[config.mk]
export PLATFORM = sky130hd
export DESIGN_NAME = mem_access_unit
export DESIGN_NICKNAME = d
export VERILOG_FILES = /design/src/rtl/mem_access_unit.sv
export SDC_FILE = /design/constraint.sdc
export NUM_CORES = 1
export LEC_CHECK = 0
export CORE_MARGIN = 3
export CORE_UTILIZATION = 30
export CTS_CLUSTER_SIZE = 10
export DETAILED_ROUTE_END_ITERATION = 8
export SLEW_MARGIN = 20
export SYNTH_ARGS = -nofsm -noshare
export SYNTH_HDL_FRONTEND = slang
export SYNTH_SLANG_ARGS = --single-unit
[constraint.sdc]
create_clock -name clk -period 3.55 [get_ports clk]
set_clock_uncertainty 0.15 [all_clocks]
set_input_delay 0.71 -clock clk [delete_from_list [all_inputs] [get_ports clk]]
set_output_delay 0.71 -clock clk [all_outputs]
set_load 0.01 [all_outputs]
[src/rtl/mem_access_unit.sv]
// mem_access_unit: MEM-stage load/store engine driving an SRAM-like bus; define MEM_ADDR_EXC_EN for alignment exceptions
module mem_access_unit #(
    parameter int AW = 32,
    parameter int DW = 32
) (
    input  logic          clk,
    input  logic          rst,
    input  logic          memread,
    input  logic          memwrite,
    input  logic [2:0]    mem_op,
    input  logic [AW-1:0] addr,
    input  logic [DW-1:0] wdata,
    output logic          stall,
    output logic          done,
    output logic [DW-1:0] rdata,
    output logic          adel,
    output logic          ades,
    output logic [AW-1:0] badvaddr,
    output logic          d_req,
    output logic          d_wr,
    output logic [1:0]    d_size,
    output logic [AW-1:0] d_addr,
    output logic [DW-1:0] d_wdata,
    output logic [3:0]    d_wstrb,
    input  logic          d_addr_ok,
    input  logic          d_data_ok,
    input  logic [DW-1:0] d_rdata
);
    localparam logic [1:0] IDLE = 2'd0, REQ = 2'd1, WAIT = 2'd2, DONE = 2'd3;
    logic [1:0]    state_q, state_d;
    logic          req_q, req_d, wr_q, wr_d, sx_q, sx_d;
    logic [1:0]    size_q, size_d, size_in;
    logic [AW-1:0] addr_q, addr_d, eff_addr;
    logic [DW-1:0] wdata_q, wdata_d, wdata_in, rdata_q, rdata_d, ld_fmt, ld_sh;
    logic [3:0]    wstrb_q, wstrb_d, wstrb_in;
    logic [15:0]   ld_half;
    logic          go, exc, load;
    assign go = state_q == IDLE & (memread | memwrite);
    assign size_in = memwrite ? (mem_op == 3'b010 ? 2'd0 : mem_op == 3'b001 ? 2'd1 : 2'd2)
                              : (mem_op[2] ? {1'b0, ~mem_op[1]} : 2'd2);
`ifdef MEM_ADDR_EXC_EN
    logic          adel_q, ades_q;
    logic [AW-1:0] badv_q;
    assign exc = (size_in == 2'd1 & addr[0]) | (size_in == 2'd2 & |addr[1:0]);
    assign eff_addr = addr;
    // Raise the alignment fault for the single DONE cycle and remember the faulting address
    always_ff @(posedge clk) begin
        if (!rst) begin
            adel_q <= 1'b0;
            ades_q <= 1'b0;
            badv_q <= '0;
        end else begin
            adel_q <= go & exc & ~memwrite;
            ades_q <= go & exc & memwrite;
            badv_q <= go & exc ? addr : badv_q;
        end
    end
    assign adel = adel_q;
    assign ades = ades_q;
    assign badvaddr = badv_q;
`else
    assign exc = 1'b0;
    assign eff_addr = {addr[AW-1:2], size_in == 2'd2 ? 2'b00 : {addr[1], size_in == 2'd1 ? 1'b0 : addr[0]}};
    assign adel = 1'b0;
    assign ades = 1'b0;
    assign badvaddr = '0;
`endif
    assign load = go & ~exc;
    assign wstrb_in = size_in == 2'd0 ? 4'b0001 << eff_addr[1:0] : size_in == 2'd1 ? (eff_addr[1] ? 4'b1100 : 4'b0011) : 4'b1111;
    assign wdata_in = size_in == 2'd0 ? {4{wdata[7:0]}} : size_in == 2'd1 ? {2{wdata[15:0]}} : wdata;
    assign ld_sh = d_rdata >> {addr_q[1:0], 3'b000};
    assign ld_half = addr_q[1] ? d_rdata[31:16] : d_rdata[15:0];
    assign ld_fmt = size_q == 2'd0 ? {{24{sx_q & ld_sh[7]}}, ld_sh[7:0]}
                  : size_q == 2'd1 ? {{16{sx_q & ld_half[15]}}, ld_half} : d_rdata;
    // Next-state: sequence IDLE -> REQ -> WAIT -> DONE, registering bus fields when a request is launched
    always_comb begin
        state_d = go ? (exc ? DONE : REQ)
                : state_q == REQ ? (d_addr_ok ? WAIT : REQ)
                : state_q == WAIT ? (d_data_ok ? DONE : WAIT)
                : IDLE;
        req_d = load | (state_q == REQ & ~d_addr_ok);
        wr_d = load ? memwrite : wr_q;
        sx_d = load ? ~mem_op[0] : sx_q;
        size_d = load ? size_in : size_q;
        addr_d = load ? eff_addr : addr_q;
        wdata_d = load ? (memwrite ? wdata_in : '0) : wdata_q;
        wstrb_d = load ? (memwrite ? wstrb_in : 4'b0000) : wstrb_q;
        rdata_d = state_q == WAIT & d_data_ok & ~wr_q ? ld_fmt : rdata_q;
    end
    // State and bus registers with synchronous active-low reset that abandons any access
    always_ff @(posedge clk) begin
        if (!rst) begin
            state_q <= IDLE;
            req_q <= 1'b0;
            wr_q <= 1'b0;
            sx_q <= 1'b0;
            size_q <= 2'd0;
            addr_q <= '0;
            wdata_q <= '0;
            wstrb_q <= 4'b0000;
            rdata_q <= '0;
        end else begin
            state_q <= state_d;
            req_q <= req_d;
            wr_q <= wr_d;
            sx_q <= sx_d;
            size_q <= size_d;
            addr_q <= addr_d;
            wdata_q <= wdata_d;
            wstrb_q <= wstrb_d;
            rdata_q <= rdata_d;
        end
    end
    assign stall = go | state_q == REQ | state_q == WAIT;
    assign done = state_q == DONE;
    assign rdata = rdata_q;
    assign d_req = req_q;
    assign d_wr = wr_q;
    assign d_size = size_q;
    assign d_addr = addr_q;
    assign d_wdata = wdata_q;
    assign d_wstrb = wstrb_q;
endmodule

==> impl_summary.md <==
Place
The count of buffers added on input and output ports is 210. The estimated wirelength of the detail-placed design is 12,500 microns. The last weighted congestion value of the routability-driven placer is 0.871.

Critical path
The data required time at the worst endpoint is 2.69 ns. The arrival time at the worst endpoint is 2.03 ns. The worst setup path is of the input port to output port kind. The kind of capture point of the worst setup path is an output port.

The critical path startpoint category is an input port. The peak fanout along the critical path is 2.

GRT
After global routing the overflow that remains totals 0. The number of antenna violations at the first check in global routing is 0. The met3 usage in global routing is 5.74%. The via count of the first global-routing pass is 4,987.

The fraction of met1 tracks used by global routing is 22.6%. The largest net degree at the start of global routing is 49. The met2 capacity usage during global routing is 29.0%. The all-layer global routing usage is 18.2%.

The first-pass GRT wire length is 26,500 microns. After global routing, the most crowded layer is met2.

Timing
For the finished layout, the period the worst path requires is 2.89 ns. Setup violations remaining at the end of the flow were counted as 0. At the pin with the least slew margin, the transition time is 0.887 ns.

Derived from the worst setup path, the maximum achievable clock frequency is 346 MHz. The sum of negative setup slack is 0 ns. The hold violation count in the final report was 0. The number of pins with negative max-slew slack in the final report is 0. In the finished design, the share of the clock period the worst path needs comes to 81.3%.

Setup repair after global routing left no endpoint under its margin. The relative max-transition margin is 40.6%.

Clock network
After clock tree synthesis, the clock-pin slew on the worst setup and hold paths is 0.07 ns. The tree built by TritonCTS fans out to 107 sinks. The number of hold-repair buffers added at the cts stage is 0. Once the clock tree was built, the resizer swapped 0 gates to a different size. The later pin in the worst-skew pair is clocked with a latency of 0.34 ns. The H-tree was split into 3 levels. The clock tree from TritonCTS is done. The clock tree buffer depth is 2. The number of setup buffers added after CTS is 0. The tree is rooted in a clkbuf_16. The TritonCTS buffer count is 9.

Synthesis
The synthesized netlist occupies a cell area of 0.00498 sq mm. After synthesis, the largest area contributor takes up 43.0% of total cell area. In the synthesized netlist the dominant register cell turns out to be dfxtp_1. The mean cell area of the mapped netlist is 8.53 sq um. The count of distinct cell types in the synthesized netlist is 49. Of all flip-flops after synthesis, the portion carrying an async set or reset was 0%.

The total number of yosys warnings is 0. The number of enable-type register cells in the synthesized netlist is 0. The register area share after synthesis is 43.0%. Yosys attributes the largest share of cell area to dfxtp_1 43%, a21oi_1 8.3%, nand2_1 8.3%, buf_4 5.4%, mux4_2 3.6%. The post-synthesis cell type with the largest combined area is dfxtp_1. Counting flops and latches in the post-synthesis netlist gives 107. The post-synthesis cell count is 584.

Route
The total detailed-routing wirelength is 17,000 microns. The residual DRC count is 0. Once detail routing completed, the nets flagged for antenna violations numbered 0. The average wire per standard cell is 17.2 microns.

The first detailed-routing pass ran for 5 iterations. The routed layout has 4,966 vias. The mean number of vias per cell is 5.00. The detailed router finished its first iteration with 332 violations.

Hold path
The worst hold path belongs to the class flip-flop to flip-flop.

Power
VDD sags by at most 232 uV. In this run the static leakage power is 2.83 nW. Dividing total power by cell area gives a power density of 422 mW/mm^2.

Layout
The net count of the finished layout is 877. The number of inserted diodes is 0. The filler cell count is 1,517. The library cell used most frequently in the layout, excluding fill and tap cells, is clkdlybuf4s50_1. The top cell types in the final layout, fill and taps aside, are 210 x clkdlybuf4s50_1, 110 x nand2_1, 107 x dfxtp_1. The post-route netlist has 6.44% of its cells at a drive strength greater than 1.

The area overhead of the layout relative to synthesis is 49.0%. The utilization of the core after routing is 46.2%.

Flow run
Across the run, the number of max-cap violations was 0.

Floorplan
From bottom edge to top edge, the die measures 135 microns. The core box area is 0.0161 sq mm. The count of pins on the block boundary is 245. The number of standard-cell rows in the floorplan is 46.

The horizontal die dimension is 135 microns. Once the floorplan was initialized, standard cells occupied 31.0% of the core. The die outline area is 0.0182 sq mm.

Status
The flow ran to the end, and the final reports show no timing, DRC or antenna violations.
state kept, by name, indices dropped and copies added, names as in the netlist:
name     flops
d_wdata     32
d_req        1
d_wr         1
d_size       2
state_q      2
sx_q         1
rdata       32
d_addr      32
d_wstrb      4
synth_stat cells, drive strengths merged (3+ instances only):
library cell  instances
inv                   3
a211o                 7
mux2i                15
a21boi                3
nor2                 24
a21oi                84
a222oi                9
nand3                 9
a211oi                9
mux2                  3
mux4                  8
nor3b                 3
nor3                  9
o2bb2ai               8
nor2b                 4
nand2b               12
nand3b                4
dfxtp               107
o211a                 7
a22oi                 3
nand4                 8
clkbuf               21
o21ai                35
buf                  59
nand2               110
a31oi                 8
report_power, final:
part	internal (mW)	total (mW)	switching [mW]
registers	1.29	1.36	0.0702
logic	0.389	0.774	0.385
clock network	0.538	1.00	0.461
path summary, 6_finish.rpt:
check	startpoint	endpoint	slack (ns)	cells after the start
worst max register to register	d_addr[1]	rdata[26]	1.18	4
worst min register to register	d_addr[18]	d_addr[18]	0.31	2
worst min-delay path	d_addr[18]	d_addr[18]	0.31	2
worst max-delay path	memread	stall	0.66	4
critical path: stages:
cell and delay (ns):
clkdlybuf4s50_1 0.52, nor2_1 0.10, a21oi_1 0.14, clkdlybuf4s50_1 0.55
cell families (layout without fill, tap and decap cells):
logic type	count (synthesis)	after routing	synth area share, %
AOI/OAI and AO/OA	178	178	22.3
xor gates and xnor gates	2	2	0.352
buffers and inverters	83	243	9.87
DFF	107	107	43.0
muxes	26	26	7.31
other	1	34	0.0752
and+or+nand+nor	187	187	17.1
layout make-up:
class / instances / area, sq um / area share (%)
repair buffers: 224 / 2220 / 29.9
well taps: 216 / 270 / 3.64
clock inverters: 4 / 32.5 / 0.438
flip-flops and latches: 107 / 2140 / 28.9
inverters: 3 / 11.3 / 0.152
clock buffers: 12 / 267 / 3.59
multi-input cells: 427 / 2480 / 33.4
layer usage:
metal,part of all wire (%),wire [microns]
met1,41,7050
met2,46,7790
met3,10,1740
met4,2.7,461
met5,0,0
stage by stage:
stage | cell area [sq um] | hold WS [ns] | instances | worst slack (ns) | total power [mW]
2_1_floorplan | 5110 | 0.326 | 617 | 1.43 | 1.77
3_3_place_gp | 7120 | 0.292 | 977 | 0.670 | 2.15
3_5_place_dp | 7120 | 0.297 | 977 | 0.671 | 2.16
4_1_cts | 7420 | 0.310 | 993 | 0.654 | 3.17
5_1_grt | 7420 | 0.330 | 993 | 0.606 | 3.29
6_report | 7420 | 0.308 | 993 | 0.662 | 3.13
Power figures use the tool's default switching activity.
